**src/rtl/game_mode_ctrl_if.sv**
```systemverilog
// Game mode type shared with the draw path, plus the controller's signal bundle.
// Inputs come from the button/game logic; outputs go to the screen multiplexer.
package game_pkg;
  typedef enum logic [1:0] {
    START       = 2'd0,
    GAME        = 2'd1,
    PLAYER1_WIN = 2'd2,
    PLAYER2_WIN = 2'd3
  } game_mode;
endpackage

interface game_mode_ctrl_if;
  import game_pkg::*;

  logic     btn_start;   // debounced start button level
  logic     p1_dead;     // player 1 eliminated pulse
  logic     p2_dead;     // player 2 eliminated pulse
  logic     frame_tick;  // start of vertical blanking pulse
  game_mode mode;        // frame-aligned mode
  logic     map_init;    // map reload pulse

  // Stimulus / consumer side
  modport master (
    output btn_start, p1_dead, p2_dead, frame_tick,
    input  mode, map_init
  );

  // Controller side
  modport slave (
    input  btn_start, p1_dead, p2_dead, frame_tick,
    output mode, map_init
  );
endinterface

```
**src/rtl/game_mode_ctrl.sv**
```systemverilog
// Game-state controller: tracks presses and deaths, requests a map reload on
// every new round, and publishes the mode only on frame boundaries so the
// screen never switches mid-frame.
module game_mode_ctrl
  import game_pkg::*;
#(
  parameter int WIN_HOLD_FRAMES = 180
) (
  input  logic              clk,
  input  logic              rst,
  game_mode_ctrl_if.slave   bus
);

  localparam int             CW       = $clog2(WIN_HOLD_FRAMES + 1);
  localparam logic [CW-1:0]  HOLD_MAX = CW'(WIN_HOLD_FRAMES);

  game_mode          state_q;
  game_mode          state_next;
  game_mode          mode_q;
  logic              btn_q;
  logic              press;
  logic              map_init_q;
  logic              map_init_next;
  logic [CW-1:0]     hold_cnt;
  logic [CW-1:0]     hold_next;

  // Rising edge of the button level; btn_q resets high so a held button is not a press
  assign press = bus.btn_start & ~btn_q;

  // Next-state and map reload request
  always_comb begin
    state_next    = state_q;
    map_init_next = 1'b0;
    case (state_q)
      START: begin
        if (press) begin
          state_next    = GAME;
          map_init_next = 1'b1;
        end
      end
      GAME: begin
        if (bus.p1_dead && bus.p2_dead) begin
          state_next = START;          // simultaneous elimination is a draw
        end else if (bus.p1_dead) begin
          state_next = PLAYER2_WIN;
        end else if (bus.p2_dead) begin
          state_next = PLAYER1_WIN;
        end
      end
      PLAYER1_WIN, PLAYER2_WIN: begin
        if (press && (hold_cnt == HOLD_MAX)) begin
          state_next = START;
        end
      end
      default: state_next = START;
    endcase
  end

  // Win-screen hold counter: zero outside the win states, so it is clear on entry
  always_comb begin
    hold_next = '0;
    if ((state_q == PLAYER1_WIN) || (state_q == PLAYER2_WIN)) begin
      hold_next = hold_cnt;
      if (bus.frame_tick && (hold_cnt != HOLD_MAX)) begin
        hold_next = hold_cnt + CW'(1);
      end
    end
  end

  // State, button history, counter and frame-aligned mode registers
  always_ff @(posedge clk) begin
    if (rst) begin
      state_q    <= START;
      mode_q     <= START;
      map_init_q <= 1'b0;
      hold_cnt   <= '0;
      btn_q      <= 1'b1;
    end else begin
      state_q    <= state_next;
      map_init_q <= map_init_next;
      hold_cnt   <= hold_next;
      btn_q      <= bus.btn_start;
      if (bus.frame_tick) begin
        mode_q <= state_q;             // old state: an event on the tick shows next frame
      end
    end
  end

  assign bus.mode     = mode_q;
  assign bus.map_init = map_init_q;

endmodule

```
**src/flat_wrapper.sv**
```systemverilog
// flat-port wrapper written by rule: the top's interface ports become plain ports
module game_mode_ctrl_flat import game_pkg::*;
#(
  parameter int WIN_HOLD_FRAMES = 180
)
  (clk, rst, bus_btn_start, bus_p1_dead, bus_p2_dead, bus_frame_tick, bus_mode, bus_map_init);
  game_mode_ctrl_if bus_i ();
  input  logic clk;
  input  logic rst;
  input wire logic [$bits(bus_i.btn_start)-1:0] bus_btn_start;
  input wire logic [$bits(bus_i.p1_dead)-1:0] bus_p1_dead;
  input wire logic [$bits(bus_i.p2_dead)-1:0] bus_p2_dead;
  input wire logic [$bits(bus_i.frame_tick)-1:0] bus_frame_tick;
  output wire logic [$bits(bus_i.mode)-1:0] bus_mode;
  output wire logic [$bits(bus_i.map_init)-1:0] bus_map_init;
  assign bus_i.btn_start = bus_btn_start;
  assign bus_i.p1_dead = bus_p1_dead;
  assign bus_i.p2_dead = bus_p2_dead;
  assign bus_i.frame_tick = bus_frame_tick;
  assign bus_mode = bus_i.mode;
  assign bus_map_init = bus_i.map_init;
  game_mode_ctrl #(.WIN_HOLD_FRAMES(WIN_HOLD_FRAMES)) u_core (.clk(clk), .rst(rst), .bus(bus_i));
endmodule
```
**config.mk**
```make
export PLATFORM = sky130hd
export DESIGN_NAME = game_mode_ctrl_flat
export DESIGN_NICKNAME = d
export VERILOG_FILES = /design/src/rtl/game_mode_ctrl_if.sv /design/src/rtl/game_mode_ctrl.sv /design/src/flat_wrapper.sv
export SDC_FILE = /design/constraint.sdc
export NUM_CORES = 1
export LEC_CHECK = 0
export CAP_MARGIN = 0
export CORE_MARGIN = 4
export CORE_UTILIZATION = 50
export CTS_CLUSTER_SIZE = 16
export DETAILED_ROUTE_END_ITERATION = 6
export PLACE_DENSITY_LB_ADDON = 0.05
export SYNTH_ARGS = -nofsm -noshare
export SYNTH_HDL_FRONTEND = slang
export SYNTH_SLANG_ARGS = --single-unit
```
**constraint.sdc**
```tcl
create_clock -name clk -period 2.6 [get_ports clk]
set_input_delay 0.39 -clock clk [delete_from_list [all_inputs] [get_ports clk]]
set_output_delay 0.39 -clock clk [all_outputs]
set_load 0.03 [all_outputs]
```
==> impl_metrics.csv <==
group,metric,value,unit
pwr,power_frac_clock,39.0,%
sta,final_hold_viol_count,0,
setup_path,critical_path_class,"reg -> out",
finish,area_growth_from_synthesis_to_layout,17.9,%
drt,route.final.wire_length,1250,microns
pwr,power.share.combinational,6.9,%
sta,rsz0062_at_grt,"no",
cts,skew_pair_late_insertion_delay,0.29,ns
finish,final_cell_mix,"sky130_fd_sc_hd__dfxtp_1, sky130_fd_sc_hd__clkdlybuf4s50_1, sky130_fd_sc_hd__nand2_1",
finish,layout-drive-gt1-share,11.0,%
drt,route.vias.total,543,
synth,postSynthCellCount,72,
sta,period_share,65.3,%
pwr,p_leak,0.287,nW
pwr,power_switching,0.0908,mW
finish,multi_input_area,355,sq um
sta,setup_tns,0,ns
finish,filler_cell_count,106,
setup_path,cp_cell_sequence,"clkdlybuf4s50_1",
grt,grt_remaining_overflow,0,
floorplanning,die_height,44.5,microns
sta,worst_pin_slew,0.336,ns
synth,syn-mean-instance-area,9.24,sq um
floorplanning,placeableCoreArea,1190,sq um
cts,cts.repair_timing.setup_buffer_count,0,
sta,finalClockSkew,0.00210,ns
cts,cts_repair_resize_count,0,
setup_path,critical_path.endpoint_type,"output port",
sta,min_period,1.70,ns
synth,synth.distinct_cells,31,
synth,synth_seq_area_share,42.1,%
finish,antenna-diode-count,0,
grt,gr-usage-all-layers,15.7,%
pwr,p_int,0.319,mW
sta,final_max_slew_viol_count,0,
pwr,netSwitchingFraction,22.2,%
drt,detail_route.wl_per_cell,13.0,microns
placed_design,buffer_ports.inserted,8,
setup_path,cp.required,2.21,ns
floorplanning,start_util,56.1,%
pwr,totalPowerFinal,0.410,mW
drt,detail_route.drc_violations,0,
cts,cts.sink_count,14,
placed_design,place_congestion,0.796,
sta,highest_achievable_clock_rate,589,MHz
grt,number_of_antenna_violations_at_the_first_check_in_global_routing,0,
synth,synth_nets,80,
status,status,"complete, no violations",
grt,global_route_wire_length_before_repair,2220,microns
cts,ctsLongestPathBuffers,2,
setup_path,critical_path.top_delay_family,"buffers and inverters",
hold_path,hold_path.class,"reg -> reg",
drt,via_per_inst,5.66,
drt,drt_first_iter_violations,18,
floorplanning,die_x,44.5,microns
cts,hold_buffers,0,
finish,area.sequential,280,sq um
setup_path,cp.arrival,1.31,ns
pwr,power.share.sequential,54.1,%
cts,clock_tree.root_cell,"sky130_fd_sc_hd__clkbuf_4",
floorplanning,die_area,1980,sq um
drt,dr.pass1.iters,4,
finish,stdcell_area,785,sq um
floorplanning,row_cnt,12,
sta,timing.slew.headroom,77.4,%
pwr,irDropWorstVdd,0.309,mV
setup_path,timing.critical_path.slowest_cell_delay,0.67,ns
grt,grt_max_degree,10,
finish,mostFrequentLayoutCell,"sky130_fd_sc_hd__dfxtp_1",
setup_path,timing.critical_path.fanout_max,2,
cts,cts_max_level,1,
sta,timing.final.setup_violations,0,
pwr,power.density_cell_area,522,nW/um^2
synth,syn_area,666,sq um
setup_path,timing.critical_path.buf_inv,1,
synth,ys_ff_latch,14,
cts,cts_tree,"yes",
placed_design,detailed_place.area,748,sq um
floorplanning,ios,9,
cts,tritoncts.num_buffers,3,
drt,ant_nets,0,
placed_design,post-dp-hpwl,945,microns
synth,synth.yosys.warnings,0,
grt,number_of_global_route_vias_before_repair,503,
cts,clk_transition_reported_paths,0.09,ns
flow_run,cap_violations,0,
setup_path,crit_slowest_cell,"sky130_fd_sc_hd__clkdlybuf4s50_1",
setup_path,crit_path_start_kind,"flip-flop",
finish,finish.net_count,91,
## final cells by class
class	instances	area share [%]
well taps	14	2.23
clock buffers	4	4.63
multi-input cells	52	45.3
inverters	4	1.91
flip-flops and latches	14	35.7
repair buffers	8	10.2
## state kept, by name, indices dropped and copies added, names as in the netlist
name / flops
u_core.hold_cnt: 8
u_core.bus.mode: 2
u_core.state_q: 2
u_core.btn_q: 1
u_core.bus.map_init: 1
## metal layers
metal | track usage, % | share of wire, % | up-vias | routed length, microns
met2 | 20.6 | 41 | 11 | 515
met5 | 0 | 0 | - | 0
met1 | 21.3 | 52 | 246 | 644
met4 | 9.04 | 2.8 | 0 | 35
li1 | - | - | 281 | -
met3 | 6.10 | 4.3 | 5 | 54
## cells in the mapped netlist
cell,n,area [sq um]
sky130_fd_sc_hd__a21oi_1,5,25.0
sky130_fd_sc_hd__a311oi_1,1,8.76
sky130_fd_sc_hd__and2b_1,1,7.51
sky130_fd_sc_hd__and4_2,1,10.0
sky130_fd_sc_hd__buf_4,2,15.0
sky130_fd_sc_hd__dfxtp_1,14,280
sky130_fd_sc_hd__ha_1,2,25.0
sky130_fd_sc_hd__inv_1,4,15.0
sky130_fd_sc_hd__mux2i_1,4,40.0
sky130_fd_sc_hd__nand2_1,7,26.3
sky130_fd_sc_hd__nand2_2,1,6.26
sky130_fd_sc_hd__nand2b_1,2,12.5
sky130_fd_sc_hd__nand3_1,2,10.0
sky130_fd_sc_hd__nand3b_1,2,15.0
sky130_fd_sc_hd__nand4_1,2,12.5
sky130_fd_sc_hd__nand4b_2,1,15.0
sky130_fd_sc_hd__nor2_1,3,11.3
sky130_fd_sc_hd__nor3_1,2,10.0
sky130_fd_sc_hd__nor3b_1,2,15.0
sky130_fd_sc_hd__nor4_1,1,6.26
sky130_fd_sc_hd__o211ai_1,1,7.51
sky130_fd_sc_hd__o21ai_0,2,10.0
sky130_fd_sc_hd__o311ai_0,1,8.76
sky130_fd_sc_hd__o31a_1,1,8.76
sky130_fd_sc_hd__o31a_2,1,10.0
sky130_fd_sc_hd__o31ai_1,1,7.51
sky130_fd_sc_hd__o41ai_1,1,8.76
sky130_fd_sc_hd__or2_2,1,6.26
sky130_fd_sc_hd__or3_1,1,6.26
sky130_fd_sc_hd__or4_1,1,7.51
sky130_fd_sc_hd__xor2_1,2,17.5
## through the flow
stage | worst slack [ns] | util (%) | instances | hold slack [ns]
floorplan | 1.28 | - | 72 | 0.452
global placement | 0.734 | 63.1 | 92 | 0.474
detailed placement | 0.702 | 63.1 | 92 | 0.474
CTS | 0.896 | 66.1 | 96 | 0.490
global route | 0.853 | 66.1 | 96 | 0.503
finish | 0.901 | 66.1 | 96 | 0.488
## kinds of logic (layout without fill, tap and decap cells)
| family | after synthesis | after routing | share of synthesized area (%) |
|---|---|---|---|
| AOI/OAI and AO/OA | 14 | 14 | 14.3 |
| xor gates and xnor gates | 2 | 2 | 2.63 |
| adders and majority gates | 2 | 2 | 3.76 |
| buffers and inverters | 6 | 16 | 4.51 |
| DFF | 14 | 14 | 42.1 |
| muxes | 4 | 4 | 6.02 |
| and+or+nand+nor | 30 | 30 | 26.7 |
## final timing paths
check | start | cells past startpoint | slack [ns] | end
worst max-delay path | u_core.bus.mode[0]$_SDFFE_PP0P_ | 1 | 0.90 | bus_mode[0]
worst min-delay path | u_core.hold_cnt[7]$_SDFFE_PP0P_ | 2 | 0.49 | u_core.hold_cnt[7]$_SDFFE_PP0P_
worst max register to register | u_core.hold_cnt[0]$_SDFFE_PP0P_ | 5 | 1.12 | u_core.hold_cnt[2]$_SDFFE_PP0P_
worst min register to register | u_core.hold_cnt[7]$_SDFFE_PP0P_ | 2 | 0.49 | u_core.hold_cnt[7]$_SDFFE_PP0P_
## power by group through the flow
| stage | sequential, mW | combinational (mW) | clock (mW) |
|---|---|---|---|
| floorplan | 0.228 | 0.0134 | 0 |
| global placement | 0.227 | 0.0280 | 0 |
| detailed placement | 0.227 | 0.0282 | 0 |
| CTS | 0.222 | 0.0284 | 0.169 |
| global route | 0.222 | 0.0307 | 0.182 |
| finish | 0.222 | 0.0284 | 0.160 |
Note: power is estimated with default switching activity, not from simulation.
